--- config.mk ---
export PLATFORM = sky130hd
export DESIGN_NAME = multicycle_ctrl_flat
export DESIGN_NICKNAME = d
export VERILOG_FILES = /design/src/rtl/legv8_pkg.sv /design/src/rtl/multicycle_ctrl_if.sv /design/src/rtl/legv8_decode.sv /design/src/rtl/multicycle_ctrl.sv /design/src/flat_wrapper.sv
export SDC_FILE = /design/constraint.sdc
export NUM_CORES = 1
export LEC_CHECK = 0
export CORE_ASPECT_RATIO = 1.2
export CORE_MARGIN = 10
export CORE_UTILIZATION = 45
export DETAILED_ROUTE_END_ITERATION = 8
export HOLD_SLACK_MARGIN = 0.08
export PLACE_DENSITY_LB_ADDON = 0.05
export SYNTH_ARGS = -nofsm -noshare
export SYNTH_HDL_FRONTEND = slang
export SYNTH_SLANG_ARGS = --single-unit
export TNS_END_PERCENT = 30
--- constraint.sdc ---
create_clock -name clk -period 2.2 [get_ports clk]
set_input_delay 0.44 -clock clk [delete_from_list [all_inputs] [get_ports clk]]
set_output_delay 0.44 -clock clk [all_outputs]
set_load 0.05 [all_outputs]
--- src/rtl/legv8_pkg.sv ---
// LEGv8 multicycle control: shared encodings, opcode patterns and the control bundle.
package legv8_pkg;

  typedef enum logic [2:0] {
    S_FETCH  = 3'b000,
    S_DECODE = 3'b001,
    S_EXEC   = 3'b010,
    S_MEM    = 3'b011,
    S_WB     = 3'b100,
    S_TRAP   = 3'b101
  } state_t;

  typedef enum logic [3:0] {
    C_ILL, C_R, C_I, C_SH, C_LD,
    C_ST, C_CBZ, C_CBNZ, C_B
  } cls_t;

  localparam logic [2:0] ALU_ADD = 3'b000;
  localparam logic [2:0] ALU_SUB = 3'b001;
  localparam logic [2:0] ALU_AND = 3'b010;
  localparam logic [2:0] ALU_ORR = 3'b011;
  localparam logic [2:0] ALU_PSB = 3'b100;
  localparam logic [2:0] ALU_LSL = 3'b101;
  localparam logic [2:0] ALU_LSR = 3'b110;

  localparam logic [1:0] SEU_I  = 2'b00;
  localparam logic [1:0] SEU_D  = 2'b01;
  localparam logic [1:0] SEU_B  = 2'b10;
  localparam logic [1:0] SEU_CB = 2'b11;

  localparam logic [10:0] OP_ADD  = 11'b10001011000;
  localparam logic [10:0] OP_SUB  = 11'b11001011000;
  localparam logic [10:0] OP_AND  = 11'b10001010000;
  localparam logic [10:0] OP_ORR  = 11'b10101010000;
  localparam logic [10:0] OP_ADDI = 11'b10010001000;
  localparam logic [10:0] OP_SUBI = 11'b11010001000;
  localparam logic [10:0] OP_ANDI = 11'b10010010000;
  localparam logic [10:0] OP_ORRI = 11'b10110010000;
  localparam logic [10:0] OP_LSL  = 11'b11010011011;
  localparam logic [10:0] OP_LSR  = 11'b11010011010;
  localparam logic [10:0] OP_LDUR = 11'b11111000010;
  localparam logic [10:0] OP_STUR = 11'b11111000000;
  localparam logic [10:0] OP_CBZ  = 11'b10110100000;
  localparam logic [10:0] OP_CBNZ = 11'b10110101000;
  localparam logic [10:0] OP_B    = 11'b00010100000;

  localparam logic [10:0] M_R  = 11'b11111111111;
  localparam logic [10:0] M_I  = 11'b11111111110;
  localparam logic [10:0] M_CB = 11'b11111111000;
  localparam logic [10:0] M_B  = 11'b11111100000;

  typedef struct packed {
    logic       pc_wr;
    logic       ir_wr;
    logic       pc_src;
    logic       reg2loc;
    logic       alu_src;
    logic       mem_to_reg;
    logic [1:0] seu;
    logic [2:0] alu_op;
    logic       mem_rd;
    logic       mem_wr;
    logic       reg_wr;
    logic       mem_err;
  } ctl_t;

  function automatic logic op_match(
    input logic [10:0] op,
    input logic [10:0] pat,
    input logic [10:0] msk
  );
    return ((op ^ pat) & msk) == 11'd0;
  endfunction

endpackage

--- src/rtl/multicycle_ctrl_if.sv ---
// Control-unit bus: instruction/flag/memory inputs and datapath control outputs.
interface multicycle_ctrl_if;
  logic [10:0] opcode;
  logic        zero;
  logic        mem_ready;
  logic        bus_pcWr;
  logic        bus_irWr;
  logic        bus_pcSrc;
  logic        bus_reg2loc;
  logic        bus_aluSrc;
  logic        bus_memToReg;
  logic [1:0]  bus_seu;
  logic [2:0]  bus_aluOp;
  logic        bus_memRd;
  logic        bus_memWr;
  logic        bus_regWr;
  logic        bus_memErr;
  logic [2:0]  state;

  modport master (
    input  opcode, zero, mem_ready,
    output bus_pcWr, bus_irWr, bus_pcSrc,
    output bus_reg2loc, bus_aluSrc, bus_memToReg,
    output bus_seu, bus_aluOp,
    output bus_memRd, bus_memWr, bus_regWr,
    output bus_memErr, state
  );

  modport slave (
    output opcode, zero, mem_ready,
    input  bus_pcWr, bus_irWr, bus_pcSrc,
    input  bus_reg2loc, bus_aluSrc, bus_memToReg,
    input  bus_seu, bus_aluOp,
    input  bus_memRd, bus_memWr, bus_regWr,
    input  bus_memErr, state
  );
endinterface

--- src/rtl/legv8_decode.sv ---
// Combinational opcode classifier: instruction class, ALU op and immediate format.
module legv8_decode
  import legv8_pkg::*;
(
  input  logic [10:0] i_opcode,
  output cls_t        o_cls,
  output logic [2:0]  o_alu_op,
  output logic [1:0]  o_seu
);

  always_comb begin
    o_cls    = C_ILL;
    o_alu_op = ALU_ADD;
    o_seu    = SEU_I;
    unique case (1'b1)
      op_match(i_opcode, OP_ADD, M_R):
        o_cls = C_R;
      op_match(i_opcode, OP_SUB, M_R): begin
        o_cls    = C_R;
        o_alu_op = ALU_SUB;
      end
      op_match(i_opcode, OP_AND, M_R): begin
        o_cls    = C_R;
        o_alu_op = ALU_AND;
      end
      op_match(i_opcode, OP_ORR, M_R): begin
        o_cls    = C_R;
        o_alu_op = ALU_ORR;
      end
      op_match(i_opcode, OP_ADDI, M_I):
        o_cls = C_I;
      op_match(i_opcode, OP_SUBI, M_I): begin
        o_cls    = C_I;
        o_alu_op = ALU_SUB;
      end
      op_match(i_opcode, OP_ANDI, M_I): begin
        o_cls    = C_I;
        o_alu_op = ALU_AND;
      end
      op_match(i_opcode, OP_ORRI, M_I): begin
        o_cls    = C_I;
        o_alu_op = ALU_ORR;
      end
      op_match(i_opcode, OP_LSL, M_R): begin
        o_cls    = C_SH;
        o_alu_op = ALU_LSL;
      end
      op_match(i_opcode, OP_LSR, M_R): begin
        o_cls    = C_SH;
        o_alu_op = ALU_LSR;
      end
      op_match(i_opcode, OP_LDUR, M_R): begin
        o_cls = C_LD;
        o_seu = SEU_D;
      end
      op_match(i_opcode, OP_STUR, M_R): begin
        o_cls = C_ST;
        o_seu = SEU_D;
      end
      op_match(i_opcode, OP_CBZ, M_CB): begin
        o_cls    = C_CBZ;
        o_alu_op = ALU_PSB;
        o_seu    = SEU_CB;
      end
      op_match(i_opcode, OP_CBNZ, M_CB): begin
        o_cls    = C_CBNZ;
        o_alu_op = ALU_PSB;
        o_seu    = SEU_CB;
      end
      op_match(i_opcode, OP_B, M_B): begin
        o_cls = C_B;
        o_seu = SEU_B;
      end
      default: ;
    endcase
  end

endmodule

--- src/rtl/multicycle_ctrl.sv ---
// LEGv8 multicycle control FSM with memory wait timeout.
// Define CU_ILLEGAL_TRAP_EN to trap on unknown opcodes instead of treating them as NOP.
module multicycle_ctrl
  import legv8_pkg::*;
#(
  parameter int WAIT_MAX = 15
) (
  input logic               clk,
  input logic               rst,
  multicycle_ctrl_if.master cu
);

  localparam int WW = (WAIT_MAX < 2) ? 1 : $clog2(WAIT_MAX + 1);

  state_t        r_state;
  state_t        w_next;
  cls_t          r_cls;
  cls_t          w_cls;
  logic [2:0]    w_alu_op;
  logic [1:0]    w_seu;
  logic [WW-1:0] r_wait;
  logic          w_mem_st;
  logic          w_tmo;
  ctl_t          w_ctl;

  legv8_decode u_dec (
    .i_opcode (cu.opcode),
    .o_cls    (w_cls),
    .o_alu_op (w_alu_op),
    .o_seu    (w_seu)
  );

  assign w_mem_st = (r_state == S_FETCH) || (r_state == S_MEM);
  assign w_tmo    = w_mem_st && (r_wait == WW'(WAIT_MAX));

  always_ff @(posedge clk or posedge rst) begin
    if (rst) r_state <= S_FETCH;
    else     r_state <= w_next;
  end

  // Class is latched in EXEC so MEM/WB ignore later opcode changes
  always_ff @(posedge clk or posedge rst) begin
    if (rst)                    r_cls <= C_ILL;
    else if (r_state == S_EXEC) r_cls <= w_cls;
  end

  always_ff @(posedge clk or posedge rst) begin
    if (rst)
      r_wait <= '0;
    else if (!w_mem_st || cu.mem_ready || w_tmo || (w_next != r_state))
      r_wait <= '0;
    else
      r_wait <= r_wait + 1'b1;
  end

  always_comb begin
    w_next = r_state;
    unique case (r_state)
      S_FETCH:
        if (!w_tmo && cu.mem_ready) w_next = S_DECODE;
      S_DECODE:
        case (w_cls)
          C_B: w_next = S_FETCH;
          C_ILL: begin
`ifdef CU_ILLEGAL_TRAP_EN
            w_next = S_TRAP;
`else
            w_next = S_FETCH;
`endif
          end
          default: w_next = S_EXEC;
        endcase
      S_EXEC:
        case (w_cls)
          C_LD, C_ST:      w_next = S_MEM;
          C_R, C_I, C_SH:  w_next = S_WB;
          default:         w_next = S_FETCH;
        endcase
      S_MEM:
        if (w_tmo)
          w_next = S_FETCH;
        else if (cu.mem_ready)
          w_next = (r_cls == C_LD) ? S_WB : S_FETCH;
      S_WB:    w_next = S_FETCH;
      S_TRAP:  w_next = S_TRAP;
      default: w_next = S_FETCH;
    endcase
  end

  always_comb begin
    w_ctl = '0;
    if (!rst) begin
      unique case (r_state)
        S_FETCH:
          if (w_tmo) begin
            w_ctl.mem_err = 1'b1;
          end else begin
            w_ctl.mem_rd = 1'b1;
            w_ctl.ir_wr  = cu.mem_ready;
            w_ctl.pc_wr  = cu.mem_ready;
          end
        S_DECODE:
          if (w_cls == C_B) begin
            w_ctl.pc_wr  = 1'b1;
            w_ctl.pc_src = 1'b1;
            w_ctl.seu    = SEU_B;
          end
        S_EXEC: begin
          w_ctl.alu_op = w_alu_op;
          w_ctl.seu    = w_seu;
          case (w_cls)
            C_R: ;
            C_I, C_SH, C_LD:
              w_ctl.alu_src = 1'b1;
            C_ST: begin
              w_ctl.alu_src = 1'b1;
              w_ctl.reg2loc = 1'b1;
            end
            C_CBZ, C_CBNZ: begin
              w_ctl.reg2loc = 1'b1;
              w_ctl.pc_src  = 1'b1;
              w_ctl.pc_wr   = (w_cls == C_CBZ) ? cu.zero : !cu.zero;
            end
            default: begin
              w_ctl.alu_op = '0;
              w_ctl.seu    = '0;
            end
          endcase
        end
        S_MEM:
          if (w_tmo)                w_ctl.mem_err = 1'b1;
          else if (r_cls == C_LD)   w_ctl.mem_rd  = 1'b1;
          else                      w_ctl.mem_wr  = 1'b1;
        S_WB: begin
          w_ctl.reg_wr     = 1'b1;
          w_ctl.mem_to_reg = (r_cls == C_LD);
        end
        default: ;
      endcase
    end
  end

  assign cu.bus_pcWr     = w_ctl.pc_wr;
  assign cu.bus_irWr     = w_ctl.ir_wr;
  assign cu.bus_pcSrc    = w_ctl.pc_src;
  assign cu.bus_reg2loc  = w_ctl.reg2loc;
  assign cu.bus_aluSrc   = w_ctl.alu_src;
  assign cu.bus_memToReg = w_ctl.mem_to_reg;
  assign cu.bus_seu      = w_ctl.seu;
  assign cu.bus_aluOp    = w_ctl.alu_op;
  assign cu.bus_memRd    = w_ctl.mem_rd;
  assign cu.bus_memWr    = w_ctl.mem_wr;
  assign cu.bus_regWr    = w_ctl.reg_wr;
  assign cu.bus_memErr   = w_ctl.mem_err;
  assign cu.state        = r_state;

endmodule

--- src/flat_wrapper.sv ---
// flat-port wrapper written by rule: the top's interface ports become plain ports
module multicycle_ctrl_flat import legv8_pkg::*;
#(
  parameter int WAIT_MAX = 15
)
  (clk, rst, cu_opcode, cu_zero, cu_mem_ready, cu_bus_pcWr, cu_bus_irWr, cu_bus_pcSrc, cu_bus_reg2loc, cu_bus_aluSrc, cu_bus_memToReg, cu_bus_seu, cu_bus_aluOp, cu_bus_memRd, cu_bus_memWr, cu_bus_regWr, cu_bus_memErr, cu_state);
  multicycle_ctrl_if cu_i ();
  input logic clk;
  input logic rst;
  input wire logic [$bits(cu_i.opcode)-1:0] cu_opcode;
  input wire logic [$bits(cu_i.zero)-1:0] cu_zero;
  input wire logic [$bits(cu_i.mem_ready)-1:0] cu_mem_ready;
  output wire logic [$bits(cu_i.bus_pcWr)-1:0] cu_bus_pcWr;
  output wire logic [$bits(cu_i.bus_irWr)-1:0] cu_bus_irWr;
  output wire logic [$bits(cu_i.bus_pcSrc)-1:0] cu_bus_pcSrc;
  output wire logic [$bits(cu_i.bus_reg2loc)-1:0] cu_bus_reg2loc;
  output wire logic [$bits(cu_i.bus_aluSrc)-1:0] cu_bus_aluSrc;
  output wire logic [$bits(cu_i.bus_memToReg)-1:0] cu_bus_memToReg;
  output wire logic [$bits(cu_i.bus_seu)-1:0] cu_bus_seu;
  output wire logic [$bits(cu_i.bus_aluOp)-1:0] cu_bus_aluOp;
  output wire logic [$bits(cu_i.bus_memRd)-1:0] cu_bus_memRd;
  output wire logic [$bits(cu_i.bus_memWr)-1:0] cu_bus_memWr;
  output wire logic [$bits(cu_i.bus_regWr)-1:0] cu_bus_regWr;
  output wire logic [$bits(cu_i.bus_memErr)-1:0] cu_bus_memErr;
  output wire logic [$bits(cu_i.state)-1:0] cu_state;
  assign cu_i.opcode = cu_opcode;
  assign cu_i.zero = cu_zero;
  assign cu_i.mem_ready = cu_mem_ready;
  assign cu_bus_pcWr = cu_i.bus_pcWr;
  assign cu_bus_irWr = cu_i.bus_irWr;
  assign cu_bus_pcSrc = cu_i.bus_pcSrc;
  assign cu_bus_reg2loc = cu_i.bus_reg2loc;
  assign cu_bus_aluSrc = cu_i.bus_aluSrc;
  assign cu_bus_memToReg = cu_i.bus_memToReg;
  assign cu_bus_seu = cu_i.bus_seu;
  assign cu_bus_aluOp = cu_i.bus_aluOp;
  assign cu_bus_memRd = cu_i.bus_memRd;
  assign cu_bus_memWr = cu_i.bus_memWr;
  assign cu_bus_regWr = cu_i.bus_regWr;
  assign cu_bus_memErr = cu_i.bus_memErr;
  assign cu_state = cu_i.state;
  multicycle_ctrl #(.WAIT_MAX(WAIT_MAX)) u_core (.clk(clk), .rst(rst), .cu(cu_i));
endmodule
==> impl_summary.txt, run 1 <==
----------------------------------------------------
[Outcome]
  Outcome ... aborted with a tool error
  Stage where the flow stopped ... clock tree synthesis (4_1_cts)
  Run Error ... [ERROR DPL-0033] detailed placement checks failed during check placement.

[Yosys]
  Post-synthesis instance total ... 131
  Total of warnings raised by yosys ... 0
  Async set-reset flop share out of synthesis ... 100%
  Ys flop type ... dfrtp_1
  Synthesized-area fraction occupied by adder cells ... 1.23%
  Mapped cell area ... 1010 um2
  Net count after synthesis ... 147
  Synthesized-area fraction occupied by and/or/nand/nor cells ... 45.3%
  Sequential element share of the synthesized area ... 27.1%
  Main combinational cell family by area after synthesis ... simple AND/OR/NAND/NOR gates
  Synth Area in Compound Gates ... 16.6%
  Mux cell area share after synthesis ... 3.33%
  Number of library cell types mapped by synthesis ... 43
  Syn_area_per_cell ... 7.75 um2
  Count of flip-flops with a built-in enable after synthesis ... 0
  Synthesis-stage register bit count ... 11
  XOR/XNOR Fraction of Synth Area ... 3.45%

[CTS]
  CTS root buf ... clkbuf_4
  Count of hold-fix buffers inserted at cts ... 0
  Max H-tree Level ... 1
  Post-cts repair resize count ... 89
  Worst-case clock buffer depth ... 2
  Num CTS Buffers ... 3
  Post-CTS Setup Bufs ... 3
  Clk sinks ... 11

[Die]
  Height of the die ... 72.0 um
  Die width ... 63.4 um
  Initial cell density of the core ... 48.4%
  Top-level port count ... 33
  Std-Cell Rows ... 18

[Place]
  Half-perimeter wire length after detailed placement ... 3220 um
  RD Place Congestion ... 0.894
  Port Buffer Count ... 32
  Placed inst area ... 1800 um2

----------------------------------------------------
## through the flow
step	setup slack [ns]	setup TNS, ns	std cells
after floorplan	-0.276	-1.80	131
after global placement	-0.515	-4.14	221
after detailed placement	-0.601	-5.11	221
## Yosys cell counts, drive strengths merged (3+ instances only)
cell   number  area, um2
dfrtp      11        275
a21oi       7       35.0
mux2        3       33.8
inv         6       22.5
nor3        6       30.0
nand3       7       35.0
nor2       25       93.8
o31ai       3       22.5
o21ai       4       20.0
nor4        4       25.0
nor2b       4       25.0
and3        3       18.8
nand2      11       41.3
## logic make-up after synthesis
logic type / Yosys count
compound gates: 24
xor+xnor: 4
fa+ha+maj: 1
buf+inv: 8
flops: 11
mux: 3
simple gates: 80
==> run 2, diff against run 1 <==
- CORE_AREA: unset -> 10 10 71 73
- CORE_ASPECT_RATIO: 1.2 -> unset
- CORE_MARGIN: 10 -> unset
- CORE_UTILIZATION: 45 -> unset
- DIE_AREA: unset -> 0 0 81 83
- HOLD_SLACK_MARGIN: 0.08 -> unset
- PLACE_DENSITY_LB_ADDON: 0.05 -> 0.15
==> run 2 against run 1 <==
  * The flow now finishes, with violations (setup timing)
  * Synthesized area unchanged
  * Synthesized cell count unchanged
==> impl_summary.txt, run 2 <==
----------------------------------------------------
[Outcome]
  Outcome ... finished with violations
  Failing checks ... setup timing

[Yosys]
  Share of the synthesized area in the top cell type ... 27.1%
  Total of warnings raised by yosys ... 0
  Area leader, netlist ... dfrtp_1
  Mapped cell area ... 1010 um2
  Count of flip-flops with a built-in enable after synthesis ... 0
  Number of library cell types mapped by synthesis ... 43
  Sequential element share of the synthesized area ... 27.1%
  Synthesis-stage register bit count ... 11
  Async set-reset flop share out of synthesis ... 100%
  Ys flop type ... dfrtp_1
  Syn_area_per_cell ... 7.75 um2
  Post-synthesis instance total ... 131
  Post-synth top cells ... nor2_1 (25), dfrtp_1 (11), nand2_1 (11)
  Net count after synthesis ... 147
  Area contributors post-synth ... dfrtp_1 (27%), nor2_1 (9.2%), nand2_1 (4.1%), a21oi_1 (3.5%), nand3_1 (3.5%)
  Top-count cell post-synth ... nor2_1

[Timing]
  Final max-slew violation count ... 0
  Fin Clk Skew ... 0.000510 ns
  Number of setup violations in the final report ... 3
  Maximum frequency from static timing analysis ... 0.439 GHz
  Transition time of the tightest slew-check pin ... 0.495 ns
  Shortest period the worst path allows ... 2.28 ns
  Normalized max-slew margin ... 66.9%
  Smallest setup slack after layout ... -0.0757 ns
  Hold Vio Cnt, Final ... 0
  Setup repair after global routing missed its margin ... true
  Share of the clock period used by the worst path ... 103%

[Pwr]
  Power per standard cell area ... 291 nW/um2
  Leak ... 0.858 nW
  Largest vdd supply drop ... 0.137 mV

[Layout]
  Synthesis-to-finish area growth ... 110%
  Total inserted antenna cells ... 0
  Most common library cell in the layout ignoring fill and taps ... buf_4
  Net count reported at finish ... 218
  Final cell count without fillers ... 249
  Layout cells sized above 1 ... 55.2%
  Fillcell total ... 327
  Commonest non-fill, non-tap cells in the layout ... buf_4 (36), nor2_1 (17), buf_12 (14)
  FF/Latch Area ... 279 um2
  Multi-input combinational cell area ... 978 um2

[Routing]
  Wire length on met3 ... 175 um
  Detailed Routing Iterations Pass 1 ... 4
  Top sig layer ... met4
  Total Wirelength ... 3860 um
  Detailed-route via count ... 1310
  Ratio of routed vias to standard cells ... 5.26
  Detailed-routing wirelength on met1 ... 1450 um
  WL/cell ... 15.5 um
  Antenna viol nets, final ... 0
  Detailed-routed wire length on met2 ... 2140 um
  Initial drt markers ... 63
  DRC errors left ... 0

[Place]
  Port Buffer Count ... 32
  Half-perimeter wire length after detailed placement ... 3130 um
  Count of placed standard cells including taps ... 241
  RD Place Congestion ... 0.888
  Post-place setup slack ... -0.569 ns

[Die]
  Height of the die ... 83 um
  Initial cell density of the core ... 27.9%
  Core Box Area ... 3630 um2
  Die Footprint ... 6720 um2
  Std-Cell Rows ... 22
  Top-level port count ... 33
  Die width ... 81 um

[CTS]
  Clock latency at the later pin of the worst-skew pair ... 0.23 ns
  Count of hold-fix buffers inserted at cts ... 0
  Clock input transition at the sequential cells of the worst setup and hold paths ... 0.05 ns
  CTS root buf ... clkbuf_8
  Num CTS Buffers ... 3
  Max H-tree Level ... 1
  Worst-case clock buffer depth ... 2
  Clk sinks ... 11
  CTS tree ... done

[Global routing]
  Overall Global Routing Usage ... 11.4%
  Global-route wire length before repair ... 6420 um
  Sum of overflow across all layers after global routing ... 0
  Maximum number of pins on one net before global-route repair ... 16
  Initial antenna violation count ... 0
  Number of global-route vias before repair ... 1408

[Worst setup path]
  Kind of start point of the critical path ... primary input
  Worst endpoint data arrival time ... 1.84 ns
  Kind of critical path ... in -> out
  Setup crit end kind ... primary output
  Required time at the worst-slack endpoint ... 1.76 ns
  Biggest fanout along the worst timing path ... 4

[Min path]
  Hold crit path type ... reg -> reg

[Run]
  Maximum capacitance violations ... 0

----------------------------------------------------
-- run 2: layout make-up --
type,instances,share of cell area (%)
Clock buffer,4,2.12
Inverter,6,1.06
Multi-Input combinational cell,112,46.0
Sequential cell,11,13.1
Tap cell,48,2.82
Timing Repair Buffer,68,34.9
-- run 2: cells by family (layout without fill, tap and decap cells) --
family | count (synthesis) | after routing | synth area share (%)
and+or+nand+nor | 80 | 80 | 45.3
buffers and inverters | 8 | 78 | 2.96
xor gates and xnor gates | 4 | 4 | 3.45
adders and majority gates | 1 | 1 | 1.23
muxes | 3 | 3 | 3.33
DFF | 11 | 11 | 27.1
AOI/OAI and AO/OA | 24 | 24 | 16.6
-- run 2: per-stage QoR --
step	area, um2	hold WS, ns	TNS (ns)	total power [mW]	utilization [%]
after floorplan	1080	0.300	-1.80	0.297	-
after global placement	1840	0.447	-4.82	0.393	50.7
after detailed placement	1840	0.453	-4.93	0.396	50.7
after CTS	2070	0.459	-0.233	0.618	57.1
after global routing	2130	0.492	-0.619	0.655	58.5
final	2130	0.457	-0.206	0.620	58.5
-- run 2: final timing paths --
path / slack [ns] / start / endpoint / cells past startpoint
min reg2reg: 0.46 / u_core.r_wait[0] / u_core.r_wait[0] / 1
max: -0.08 / cu_opcode[8] / cu_bus_pcWr / 7
min in group asynchronous: 0.68 / rst / u_core.r_wait[2] / 3
min: 0.46 / u_core.r_wait[0] / u_core.r_wait[0] / 1
max in group asynchronous: 1.36 / rst / u_core.cu.state[1] / 3
max reg2reg: 0.55 / u_core.r_wait[0] / u_core.r_wait[3] / 4
-- run 2: layer usage --
metal | global-route usage (%) | up-vias
met3 | 2.37 | 10
met4 | 4.23 | 0
met1 | 11.2 | 636
li1 | - | 626
met5 | 0 | -
met2 | 21.8 | 38
-- run 2: report_power, final --
| group | total [mW] | internal (mW) | switching [mW] |
|---|---|---|---|
| combinational | 0.196 | 0.0983 | 0.0974 |
| sequential | 0.226 | 0.213 | 0.0133 |
| clock | 0.198 | 0.127 | 0.0714 |
-- run 2: timing repair --
action | 4_1_cts | 5_1_grt
endpoints found under the setup margin | 11 | 12
pin swaps | 17 | 4
gates resized for setup | 83 | 12
setup buffers | 4 | 0
-- run 2: worst max-delay path: stages --
cell and delay, ns:
buf_6 0.09, nand4bb_4 0.22, or4_4 0.53, nand4_4 0.12
xnor2_2 0.07, o32ai_2 0.13, clkbuf_16 0.22
(Power assumes the default switching activity.)
==> run 3, diff against run 2 <==
- CAP_MARGIN: unset -> 20
- CORE_AREA: 10 10 71 73 -> 4 4 65 67
- DIE_AREA: 0 0 81 83 -> 0 0 69 71
==> run 3 against run 2 <==
  * The flow still finishes with violations (setup timing)
  * Largest cell class unchanged
  * Largest power group unchanged
  * Register-to-register slack worse by 0.05 ns
  * Global-route usage up 3.5 points
  * Final cell count down 1.6%
  * Worst hold slack worse by 0.080 ns
  * Critical path type unchanged
  * Non-clock buffer count down 4
==> impl_summary.txt, run 3 (synthesis results as in run 2) <==
----------------------------------------------------
[Timing]
  Transition time of the tightest slew-check pin ... 0.497 ns
  Normalized max-slew margin ... 66.8%
  WHS ... 0.378 ns
  Final max-slew violation count ... 0
  Maximum frequency from static timing analysis ... 0.438 GHz
  Number of setup violations in the final report ... 6
  Shortest period the worst path allows ... 2.29 ns
  Smallest setup slack after layout ... -0.0856 ns
  Fin Clk Skew ... 0.000625 ns
  Setup repair after global routing missed its margin ... true
  Share of the clock period used by the worst path ... 104%
  Hold Vio Cnt, Final ... 0

[Run]
  Maximum capacitance violations ... 0

[Worst setup path]
  Setup crit end kind ... primary output
  Worst endpoint data arrival time ... 1.85 ns
  Largest incremental delay on the critical path ... 0.55 ns
  Worst-path cell with the longest stage delay ... or4_4
  Biggest fanout along the worst timing path ... 4
  Critical path, cell by cell ... buf_6 > nand4bb_4 > or4_4 > nand4_4 > xnor2_2 > o32ai_2 > buf_12
  Kind of critical path ... in -> out
  Kind of start point of the critical path ... primary input
  Required time at the worst-slack endpoint ... 1.76 ns

[Die]
  Die Footprint ... 4900 um2
  Top-level port count ... 33
  Height of the die ... 71 um
  Die width ... 69 um
  Core Box Area ... 3630 um2
  Initial cell density of the core ... 27.9%
  Std-Cell Rows ... 22

[Place]
  Port Buffer Count ... 32
  RD Place Congestion ... 0.880
  Count of placed standard cells including taps ... 237
  Half-perimeter wire length after detailed placement ... 2720 um
  Post-place setup slack ... -0.547 ns

[CTS]
  CTS tree ... done
  Clock input transition at the sequential cells of the worst setup and hold paths ... 0.05 ns
  Num CTS Buffers ... 3
  Clock latency at the later pin of the worst-skew pair ... 0.23 ns
  Clk sinks ... 11
  Worst-case clock buffer depth ... 2
  CTS root buf ... clkbuf_8
  Count of hold-fix buffers inserted at cts ... 0
  Max H-tree Level ... 1

[Global routing]
  Maximum number of pins on one net before global-route repair ... 12
  Initial antenna violation count ... 0
  Overall Global Routing Usage ... 14.9%
  Number of global-route vias before repair ... 1397
  Sum of overflow across all layers after global routing ... 0
  Global-route wire length before repair ... 6190 um

[Layout]
  Commonest non-fill, non-tap cells in the layout ... buf_4 (30), nor2_1 (17), buf_12 (15)
  Final cell count without fillers ... 245
  Utilization of the core after routing ... 57.0%
  Fillcell total ... 346
  Layout cells sized above 1 ... 54.3%
  Net count reported at finish ... 214
  Synthesis-to-finish area growth ... 104%
  Total inserted antenna cells ... 0
  Most common library cell in the layout ignoring fill and taps ... buf_4

[Pwr]
  Power per standard cell area ... 295 nW/um2
  Leak ... 0.843 nW
  Largest vdd supply drop ... 0.152 mV

[Routing]
  Ratio of routed vias to standard cells ... 5.18
  Antenna viol nets, final ... 0
  Detailed-route via count ... 1270
  Total Wirelength ... 3520 um
  DRC errors left ... 0
  Detailed Routing Iterations Pass 1 ... 4
  Initial drt markers ... 112
  WL/cell ... 14.4 um

[Min path]
  Hold crit path type ... in -> async

[Outcome]
  Failing checks ... setup timing
  Outcome ... finished with violations

----------------------------------------------------
[run 3: stage by stage]
stage / area, um2 / TNS [ns] / total power, mW
after floorplan: 1080 / -1.80 / 0.297
after global placement: 1810 / -4.55 / 0.391
after detailed placement: 1810 / -4.66 / 0.393
after CTS: 2040 / -0.430 / 0.611
after global routing: 2070 / -0.833 / 0.644
final: 2070 / -0.286 / 0.611
[run 3: routing by layer]
metal | GRT usage, % | vias up | part of all wire (%)
met3 | 2.84 | 4 | 3.7
met4 | 5.42 | 0 | 1.4
met5 | 0 | - | 0
li1 | - | 614 | -
met2 | 28.8 | 40 | 55
met1 | 15.8 | 612 | 39
[run 3: final cells by class]
class / count / area (um2) / share of cell area, %
Clock buffer: 4 / 45.0 / 2.18
Inverter: 6 / 22.5 / 1.09
Multi-Input combinational cell: 112 / 970 / 46.8
Sequential cell: 11 / 279 / 13.5
Tap cell: 48 / 60.1 / 2.90
Timing Repair Buffer: 64 / 694 / 33.5
[run 3: power by group]
| part | total (mW) | internal [mW] | switching [mW] |
|---|---|---|---|
| logic | 0.189 | 0.0917 | 0.0971 |
| clock network | 0.199 | 0.127 | 0.0717 |
| registers | 0.224 | 0.213 | 0.0109 |
| total | 0.611 | 0.431 | 0.180 |
[run 3: path summary, 6_finish.rpt]
| path | start | to | slack, ns | cells past startpoint |
|---|---|---|---|---|
| worst max-delay path | cu_opcode[8] | cu_bus_pcWr | -0.09 | 7 |
| worst min-delay path | rst | u_core.r_wait[2] | 0.38 | 3 |
| worst max register to register | u_core.r_wait[0] | u_core.r_wait[3] | 0.50 | 4 |
| worst min register to register | u_core.r_wait[0] | u_core.r_wait[0] | 0.48 | 1 |
| max in group asynchronous | rst | u_core.cu.state[1] | 1.66 | 3 |
| min in group clk | u_core.r_wait[0] | u_core.r_wait[0] | 0.48 | 1 |
[run 3: timing repair]
item | CTS | global route
resized for setup | 79 | 9
pin swaps | 18 | 6
setup buffers | 4 | 0
setup endpoints to repair | 11 | 12
[run 3: critical path: cells and delay by family]
kind	cells	cell delay (ns)
buffers and inverters	2	0.27
and+or+nand+nor	3	0.91
AOI/OAI and AO/OA	1	0.14
xor gates and xnor gates	1	0.08
